==> config.mk <==
export PLATFORM = sky130hd
export DESIGN_NAME = fencei_seq_flat
export DESIGN_NICKNAME = d
export VERILOG_FILES = /design/src/rtl/fencei_seq_if.sv /design/src/rtl/fencei_seq.sv /design/src/flat_wrapper.sv
export SDC_FILE = /design/constraint.sdc
export NUM_CORES = 1
export LEC_CHECK = 0
export BUFFER_PORTS_ARGS = -buffer_cell sky130_fd_sc_hd__buf_2
export CAP_MARGIN = 40
export CORE_MARGIN = 2
export CORE_UTILIZATION = 45
export CTS_CLUSTER_SIZE = 16
export DETAILED_ROUTE_END_ITERATION = 6
export GPL_ROUTABILITY_DRIVEN = 0
export PLACE_DENSITY_LB_ADDON = 0.25
export RECOVER_POWER = 25
export SLEW_MARGIN = 20
export SYNTH_ARGS = -nofsm -noshare
export SYNTH_HDL_FRONTEND = slang
export SYNTH_SLANG_ARGS = --single-unit
==> constraint.sdc <==
create_clock -name clk -period 4.4 [get_ports clk]
set_input_delay 0.66 -clock clk [delete_from_list [all_inputs] [get_ports clk]]
set_output_delay 0.66 -clock clk [all_outputs]
set_load 0.03 [all_outputs]
==> src/rtl/fencei_seq_if.sv <==
// Interface between the fence.i sequencer and the pipeline, LSU and icache.
// The master side drives the fence request and the environment status.
interface fencei_seq_if #(
  parameter int unsigned CNT_W = 16
);
  logic             fencei_req;
  logic [31:0]      fencei_pc;
  logic             lsu_idle;
  logic             inv_ready;
  logic             inv_done;
  logic             err_clr;
  logic             busy;
  logic             flush;
  logic             inv_valid;
  logic             redirect_valid;
  logic [31:0]      redirect_pc;
  logic             drain_timeout;
  logic [CNT_W-1:0] fence_cnt;

  modport master (
    output fencei_req, fencei_pc, lsu_idle, inv_ready, inv_done, err_clr,
    input  busy, flush, inv_valid, redirect_valid, redirect_pc, drain_timeout, fence_cnt
  );

  modport slave (
    input  fencei_req, fencei_pc, lsu_idle, inv_ready, inv_done, err_clr,
    output busy, flush, inv_valid, redirect_valid, redirect_pc, drain_timeout, fence_cnt
  );
endinterface

==> src/rtl/fencei_seq.sv <==
// fence.i sequencer: flush, drain the LSU (bounded), invalidate the icache, then
// redirect fetch to pc+4. Every output is decoded from registered state.
module fencei_seq #(
  parameter int unsigned DRAIN_MAX = 255,
  parameter int unsigned CNT_W     = 16
) (
  input  logic        clk,
  input  logic        rst_n,
  fencei_seq_if.slave bus
);

  typedef enum logic [2:0] {
    StIdle,
    StDrain,
    StInvReq,
    StInvWait,
    StRedirect
  } state_e;

  localparam logic [7:0] DrainLast = 8'(DRAIN_MAX - 1);

  state_e           state_q, state_d;
  logic [7:0]       drain_cnt_q, drain_cnt_d;
  logic [31:0]      redirect_pc_q, redirect_pc_d;
  logic             timeout_q, timeout_d;
  logic [CNT_W-1:0] fence_cnt_q, fence_cnt_d;
  logic             timeout_set;

  always_comb begin
    state_d       = state_q;
    drain_cnt_d   = drain_cnt_q;
    redirect_pc_d = redirect_pc_q;
    fence_cnt_d   = fence_cnt_q;
    timeout_set   = 1'b0;

    unique case (state_q)
      StIdle: begin
        if (bus.fencei_req) begin
          redirect_pc_d = bus.fencei_pc + 32'd4;
          drain_cnt_d   = '0;
          state_d       = StDrain;
        end
      end
      StDrain: begin
        if (bus.lsu_idle) begin
          state_d = StInvReq;
        end else if (drain_cnt_q == DrainLast) begin
          // LSU never went idle: give up waiting and record it
          timeout_set = 1'b1;
          state_d     = StInvReq;
        end else begin
          drain_cnt_d = drain_cnt_q + 8'd1;
        end
      end
      StInvReq: begin
        if (bus.inv_ready) state_d = StInvWait;
      end
      StInvWait: begin
        if (bus.inv_done) state_d = StRedirect;
      end
      StRedirect: begin
        fence_cnt_d = fence_cnt_q + CNT_W'(1);
        state_d     = StIdle;
      end
      default: state_d = StIdle;
    endcase

    // A timeout in the same cycle as err_clr keeps the flag set
    timeout_d = timeout_set | (timeout_q & ~bus.err_clr);
  end

  always_ff @(posedge clk or negedge rst_n) begin
    if (!rst_n) begin
      state_q       <= StIdle;
      drain_cnt_q   <= '0;
      redirect_pc_q <= '0;
      timeout_q     <= 1'b0;
      fence_cnt_q   <= '0;
    end else begin
      state_q       <= state_d;
      drain_cnt_q   <= drain_cnt_d;
      redirect_pc_q <= redirect_pc_d;
      timeout_q     <= timeout_d;
      fence_cnt_q   <= fence_cnt_d;
    end
  end

  // The drain counter is zero only in the first DRAIN cycle, which is the flush cycle
  assign bus.busy           = (state_q != StIdle);
  assign bus.flush          = (state_q == StDrain) && (drain_cnt_q == 8'd0);
  assign bus.inv_valid      = (state_q == StInvReq);
  assign bus.redirect_valid = (state_q == StRedirect);
  assign bus.redirect_pc    = redirect_pc_q;
  assign bus.drain_timeout  = timeout_q;
  assign bus.fence_cnt      = fence_cnt_q;

endmodule

==> src/flat_wrapper.sv <==
// flat-port wrapper written by rule: the top's interface ports become plain ports
module fencei_seq_flat 
#(
  parameter int unsigned DRAIN_MAX = 255,
  parameter int unsigned CNT_W     = 16
)
  (clk, rst_n, bus_fencei_req, bus_fencei_pc, bus_lsu_idle, bus_inv_ready, bus_inv_done, bus_err_clr, bus_busy, bus_flush, bus_inv_valid, bus_redirect_valid, bus_redirect_pc, bus_drain_timeout, bus_fence_cnt);
  fencei_seq_if #(.CNT_W(CNT_W)) bus_i ();
  input  logic clk;
  input  logic rst_n;
  input wire logic [$bits(bus_i.fencei_req)-1:0] bus_fencei_req;
  input wire logic [$bits(bus_i.fencei_pc)-1:0] bus_fencei_pc;
  input wire logic [$bits(bus_i.lsu_idle)-1:0] bus_lsu_idle;
  input wire logic [$bits(bus_i.inv_ready)-1:0] bus_inv_ready;
  input wire logic [$bits(bus_i.inv_done)-1:0] bus_inv_done;
  input wire logic [$bits(bus_i.err_clr)-1:0] bus_err_clr;
  output wire logic [$bits(bus_i.busy)-1:0] bus_busy;
  output wire logic [$bits(bus_i.flush)-1:0] bus_flush;
  output wire logic [$bits(bus_i.inv_valid)-1:0] bus_inv_valid;
  output wire logic [$bits(bus_i.redirect_valid)-1:0] bus_redirect_valid;
  output wire logic [$bits(bus_i.redirect_pc)-1:0] bus_redirect_pc;
  output wire logic [$bits(bus_i.drain_timeout)-1:0] bus_drain_timeout;
  output wire logic [$bits(bus_i.fence_cnt)-1:0] bus_fence_cnt;
  assign bus_i.fencei_req = bus_fencei_req;
  assign bus_i.fencei_pc = bus_fencei_pc;
  assign bus_i.lsu_idle = bus_lsu_idle;
  assign bus_i.inv_ready = bus_inv_ready;
  assign bus_i.inv_done = bus_inv_done;
  assign bus_i.err_clr = bus_err_clr;
  assign bus_busy = bus_i.busy;
  assign bus_flush = bus_i.flush;
  assign bus_inv_valid = bus_i.inv_valid;
  assign bus_redirect_valid = bus_i.redirect_valid;
  assign bus_redirect_pc = bus_i.redirect_pc;
  assign bus_drain_timeout = bus_i.drain_timeout;
  assign bus_fence_cnt = bus_i.fence_cnt;
  fencei_seq #(.DRAIN_MAX(DRAIN_MAX), .CNT_W(CNT_W)) u_core (.clk(clk), .rst_n(rst_n), .bus(bus_i));
endmodule
==> flow_summary.ini, run 1 <==
[placement]
io_buffers = 91
dp_hpwl_um = 5230
place_ws_ps = 1980
dpl-instance-area_um2 = 3740

[timing]
period_share_pct = 59.9
min_period_ps = 2630
slew_viol_final = 32
max_slew.worst_pin.slew_ps = 1610
fin_ws_ps = 1770
hold_violations = 0
setup_tns_ps = 0
maxSlewHeadroom_pct = -7.55
rsz0062_at_grt = false
max_freq_ghz = 0.380
finalSetupViolCount = 0
finClkSkew_ps = 10.2

[clock_network]
clk_pin_slew_ps = 60
cts_buffers = 9
cts_sinks = 60
cts_tree = built
post-cts-setup-buffer-count = 0
holdBufCountCts = 0
cts-htree-levels = 3
cts_buffer_depth = 2
post_cts_resized = 0
insertion_delay_ps = 340
clock-root-buffer = clkbuf_8

[logic_synthesis]
synth-seq-cells = 60
synth_seq_area_share_pct = 46.6
synth_ff_type = dfrtp_1
syn-cell-area_um2 = 3220
yosysUniqueCellTypes = 44
synth-async-reset-ratio_pct = 100
synth_nets = 388
yosysWarnings = 0
netlist_instances = 344
postSynthAreaPerCell_um2 = 9.37
synth_edf_count = 0

[layout]
diodes = 0
final_common_cell = buf_2
design_area_um2 = 3940
final_cell_mix = buf_2, dfrtp_1, nand2_1
area_delta_synth_final_pct = 22.1
nFillCells = 630
drive_above_1_share_pct = 26.8
final_nets = 475

[global_routing]
grtUsageTotal_pct = 19.3
grt_pass1_vias = 2592
grt_pass1_wl_um = 11800
grt.overflow.total = 0
antenna_found_initial = 0
grt_max_degree = 40

[routing]
routed_wirelength_um = 7250
wl_per_cell_um = 13.6
ant_nets = 0
drt_first_pass_iters = 4
vias = 2849
drcViolationCount = 0
routed_via_density = 5.36
drt-initial-drc-count = 70

[floorplan]
dieArea_um2 = 7860
die_h_um = 88.6
die_width_um = 88.6
core_um2 = 6870
io_pins = 92
rows = 30
initial_core_util_pct = 46.9

[hold_path]
hold_path_depth = 1
min-delay-path-class = flip-flop to flip-flop
hp-start = u_core.bus.fence_cnt[15]$_DFFE_PN0P_
whs_endpoint = u_core.bus.fence_cnt[15]$_DFFE_PN0P_

[run]
maxCapViolCount = 1

[status]
failed_checks = max-capacitance violations, max-slew violations
outcome = finished with violations

[critical_path]
critPathBufInv = 1
r2r_cells = 4
timing.rr.start = u_core.state_q[2]$_DFFE_PN0P_
critPathLaunchType = flip-flop
cp_data_arrival_time_ps = 1970
cp_max_fo = 10
cp_top_family = simple AND/OR/NAND/NOR gates
crit_required_ps = 3740
crit_path_end_kind = output pin
path_cells = or3b_2 -> nor2_1 -> and4b_1 -> buf_2
r2r-end = u_core.bus.fence_cnt[15]$_DFFE_PN0P_
crit_type = flip-flop to output pin
slowest_stage = or3b_2
critPathMaxStageDelay_ps = 590
reg2reg_setup_slack_ps = 2160

[pwr]
leakagePower_nw = 1.77
power_density_nw_per_um2 = 585
vdd_drop_max_mv = 0.319
[cell type report]
class | instances | area, um^2 | share of cell area (%)
Timing Repair Buffer | 93 | 469 | 11.9
Clock inverter | 4 | 47.5 | 1.21
Sequential cell | 60 | 1500 | 38.1
Inverter | 11 | 41.3 | 1.05
Multi-Input combinational cell | 256 | 1600 | 40.7
Clock buffer | 12 | 155 | 3.94
Tap cell | 96 | 120 | 3.05
[worst register-to-register path, cell delays in order (launching register included)]
cell and delay (ps):
dfrtp_1 480, nor3b_1 750, nand4_1 330, nor4_1 410, xor2_1 120
[sequential cells by signal, summed over array words and instances, names as in the netlist]
register	count
u_core.bus.drain_timeout	1
u_core.drain_cnt_q	8
u_core.bus.redirect_pc	32
u_core.state_q	3
u_core.bus.fence_cnt	16
[metrics by stage]
| step | std cells | hold WS [ps] | total power [mW] | utilization (%) |
|---|---|---|---|---|
| finish | 532 | 467 | 2.30 | 57.3 |
| global route | 532 | 506 | 2.45 | 57.3 |
| CTS | 532 | 385 | 2.33 | 57.4 |
| detailed placement | 516 | 465 | 1.82 | 54.5 |
| global placement | 516 | 454 | 1.80 | 54.5 |
| floorplan | 344 | 364 | 1.52 | - |
[how the worst max path moves through the flow]
stage,to,from,cells past startpoint
3_5_place_dp,u_core.bus.redirect_pc[29]$_DFFE_PN0P_,bus_fencei_pc[12],5
6_report,bus_flush,u_core.state_q[0]$_DFFE_PN0P_,4
3_3_place_gp,u_core.bus.redirect_pc[29]$_DFFE_PN0P_,bus_fencei_pc[12],5
2_1_floorplan,bus_flush,u_core.state_q[1]$_DFFE_PN0P_,5
5_1_grt,bus_redirect_valid,u_core.state_q[2]$_DFFE_PN0P_,2
4_1_cts,bus_flush,u_core.state_q[0]$_DFFE_PN0P_,4
[logic make-up after synthesis]
logic type	after synthesis	share of synthesized area [%]
AOI/OAI and AO/OA	60	12.1
xor gates and xnor gates	27	7.33
adders and majority gates	5	1.94
buffers and inverters	28	3.76
DFF	60	46.6
muxes	6	1.94
and+or+nand+nor	158	26.3
[cell usage after synthesis (10+ instances only)]
| cell type | count | area [um^2] |
|---|---|---|
| nand4_1 | 11 | 68.8 |
| clkbuf_1 | 14 | 52.6 |
| nand3_1 | 19 | 95.1 |
| nor2_1 | 24 | 90.1 |
| inv_1 | 11 | 41.3 |
| xor2_1 | 10 | 87.6 |
| o31ai_1 | 12 | 90.1 |
| xnor2_1 | 17 | 149 |
| dfrtp_1 | 60 | 1500 |
| o21ai_0 | 21 | 105 |
| a31oi_1 | 16 | 100 |
| or4_1 | 12 | 90.1 |
| nand2_1 | 43 | 161 |
[power by group]
group / internal [mW] / switching, mW / total (mW)
clock: 0.291 / 0.222 / 0.512
combinational: 0.290 / 0.643 / 0.932
sequential: 0.727 / 0.131 / 0.858
total: 1.31 / 0.995 / 2.30
[per-layer routing]
| metal | up-vias | share of wire (%) | GRT usage (%) |
|---|---|---|---|
| met1 | 1328 | 46 | 24.7 |
| li1 | 1433 | - | - |
| met4 | 0 | 1.4 | 7.58 |
| met3 | 9 | 6.4 | 5.22 |
| met5 | - | 0 | 0 |
| met2 | 79 | 46 | 31.1 |
No activity file was read; power rests on OpenSTA's default activity.
==> run 2: changes to the inputs <==
==> constraint.sdc (replaced) <==
create_clock -name clk -period 2.65 [get_ports clk]
set_input_delay 0.3975 -clock clk [delete_from_list [all_inputs] [get_ports clk]]
set_output_delay 0.3975 -clock clk [all_outputs]
set_load 0.03 [all_outputs]
==> run 2 against run 1 <==
  * The flow now finishes without violations
  * Sequential cell count did not move
  * Power rose by 62%
  * Non-clock buffer count rose by 5
  * Sequential power rose by 67%
  * Global-route usage rose by 0.19 points
  * Hold slack got worse by 230 ps
  * Combinational power rose by 68%
  * Core utilization rose by 0.27 points
  * Die area did not move
  * Clock power rose by 42%
  * Critical path type unchanged
  * Largest cell class unchanged
==> flow_summary.ini, run 2 (synthesized netlist as in run 1, its figures left out) <==
[hold_path]
whs_endpoint = u_core.bus.drain_timeout$_DFF_PN0_
hold_path_depth = 2
min-delay-path-class = primary input to flip-flop
hp-start = bus_err_clr

[routing]
drcViolationCount = 0
vias = 2837
drt-initial-drc-count = 89
ant_nets = 0
routed_via_density = 5.28
wl_per_cell_um = 13.4
drt_first_pass_iters = 4
routed_wirelength_um = 7210

[layout]
fin_cells = 537
final_nets = 480
final_common_cell = buf_2
utilization_pct = 57.6
largest_reg_flops = 32
drive_above_1_share_pct = 27.2
diodes = 0
final_cell_mix = buf_2, dfrtp_1, nand2_1
area_delta_synth_final_pct = 22.7

[critical_path]
crit_path_end_kind = output pin
timing.rr.start = u_core.state_q[1]$_DFFE_PN0P_
critPathBufInv = 1
crit_required_ps = 2250
cp_max_fo = 10
cp_data_arrival_time_ps = 1990
r2r_cells = 4
critPathLaunchType = flip-flop
cp_top_family = simple AND/OR/NAND/NOR gates
reg2reg_setup_slack_ps = 570
path_cells = or3b_2 -> nor2_1 -> and4b_1 -> buf_2
critPathMaxStageDelay_ps = 590
slowest_stage = or3b_2
r2r-end = u_core.bus.redirect_pc[17]$_DFFE_PN0P_
crit_type = flip-flop to output pin

[floorplan]
io_pins = 92
initial_core_util_pct = 46.9
die_h_um = 88.6
rows = 30
dieArea_um2 = 7860
core_um2 = 6870
die_width_um = 88.6

[placement]
dp_hpwl_um = 5290
io_buffers = 91
dp_cells = 520
place_ws_ps = 502

[clock_network]
clk_pin_slew_ps = 70
cts-htree-levels = 3
cts_sinks = 60
insertion_delay_ps = 330
post_cts_resized = 0
holdBufCountCts = 1
clock-root-buffer = clkbuf_8
cts_buffer_depth = 2
post-cts-setup-buffer-count = 0
cts_buffers = 9
cts_tree = built

[pwr]
combPwrFrac_pct = 42.2
vdd_drop_max_mv = 0.493
switchingPower_mw = 1.68
leakagePower_nw = 1.78
p_sw_share_pct = 45.1
power_frac_clock_pct = 19.5
internal-power_mw = 2.05
seqPwrFrac_pct = 38.3
power_density_nw_per_um2 = 942

[timing]
max_freq_ghz = 0.419
setup_tns_ps = 0
min_period_ps = 2390
finClkSkew_ps = 6.98
fin_ws_ps = 263
hold_violations = 0
slew_viol_final = 0
finalSetupViolCount = 0
max_slew.worst_pin.slew_ps = 860
maxSlewHeadroom_pct = 42.7
rsz0062_at_grt = false
period_share_pct = 90.1

[global_routing]
grtUsageTotal_pct = 19.5
antenna_found_initial = 0
grt_pass1_vias = 2675
grt_pass1_wl_um = 12100
grt_max_degree = 40
grt.overflow.total = 0

[status]
outcome = finished, final reports clean

[run]
maxCapViolCount = 0
## run 2: cell types whose count changed in the layout (fill, tap and decap cells not counted), sizes merged
cell	change
bufinv	-1
clkinv	+3
inv	+1
buf	+1
dlygate4sd3	+1
## run 2: routing by layer
layer  routed length, um  track usage (%)
met1                3350             24.5
met2                3360             32.1
met3                 430             6.72
met4                  59             5.23
met5                   0                0
## run 2: per-stage QoR
step                hold WS, ps  total power [mW]  area (um^2)
floorplan                   102              2.53         3220
global placement            454              3.00         3780
detailed placement          348              3.04         3800
CTS                         227              3.78         3980
global route                228              4.00         3960
finish                      240              3.73         3960
## run 2: worst max-delay path by stage
stage | start | to | slack [ps] | cells past startpoint
2_1_floorplan | u_core.state_q[1]$_DFFE_PN0P_ | bus_flush | 600 | 5
3_3_place_gp | bus_fencei_pc[12] | u_core.bus.redirect_pc[29]$_DFFE_PN0P_ | 540 | 5
3_5_place_dp | bus_fencei_pc[12] | u_core.bus.redirect_pc[31]$_DFFE_PN0P_ | 500 | 5
4_1_cts | u_core.state_q[0]$_DFFE_PN0P_ | bus_flush | 250 | 4
5_1_grt | u_core.state_q[0]$_DFFE_PN0P_ | bus_flush | 180 | 4
6_report | u_core.state_q[0]$_DFFE_PN0P_ | bus_flush | 260 | 4
## run 2: cell type report
cell class              instances  area (um^2)
fillers                       626         2910
flip-flops and latches         60         1500
repair buffers                 98          514
clock inverters                 7         52.6
well taps                      96          120
multi-input cells             256         1600
inverters                      11         41.3
clock buffers                   9          124
## run 2: power by group through the flow
stage	Clock [mW]	Sequential, mW	Combinational (mW)
after CTS	0.751	1.43	1.60
final	0.726	1.43	1.57
after floorplan	0	1.88	0.640
after global routing	0.804	1.47	1.73
after detailed placement	0	1.44	1.59
after global placement	0	1.43	1.57
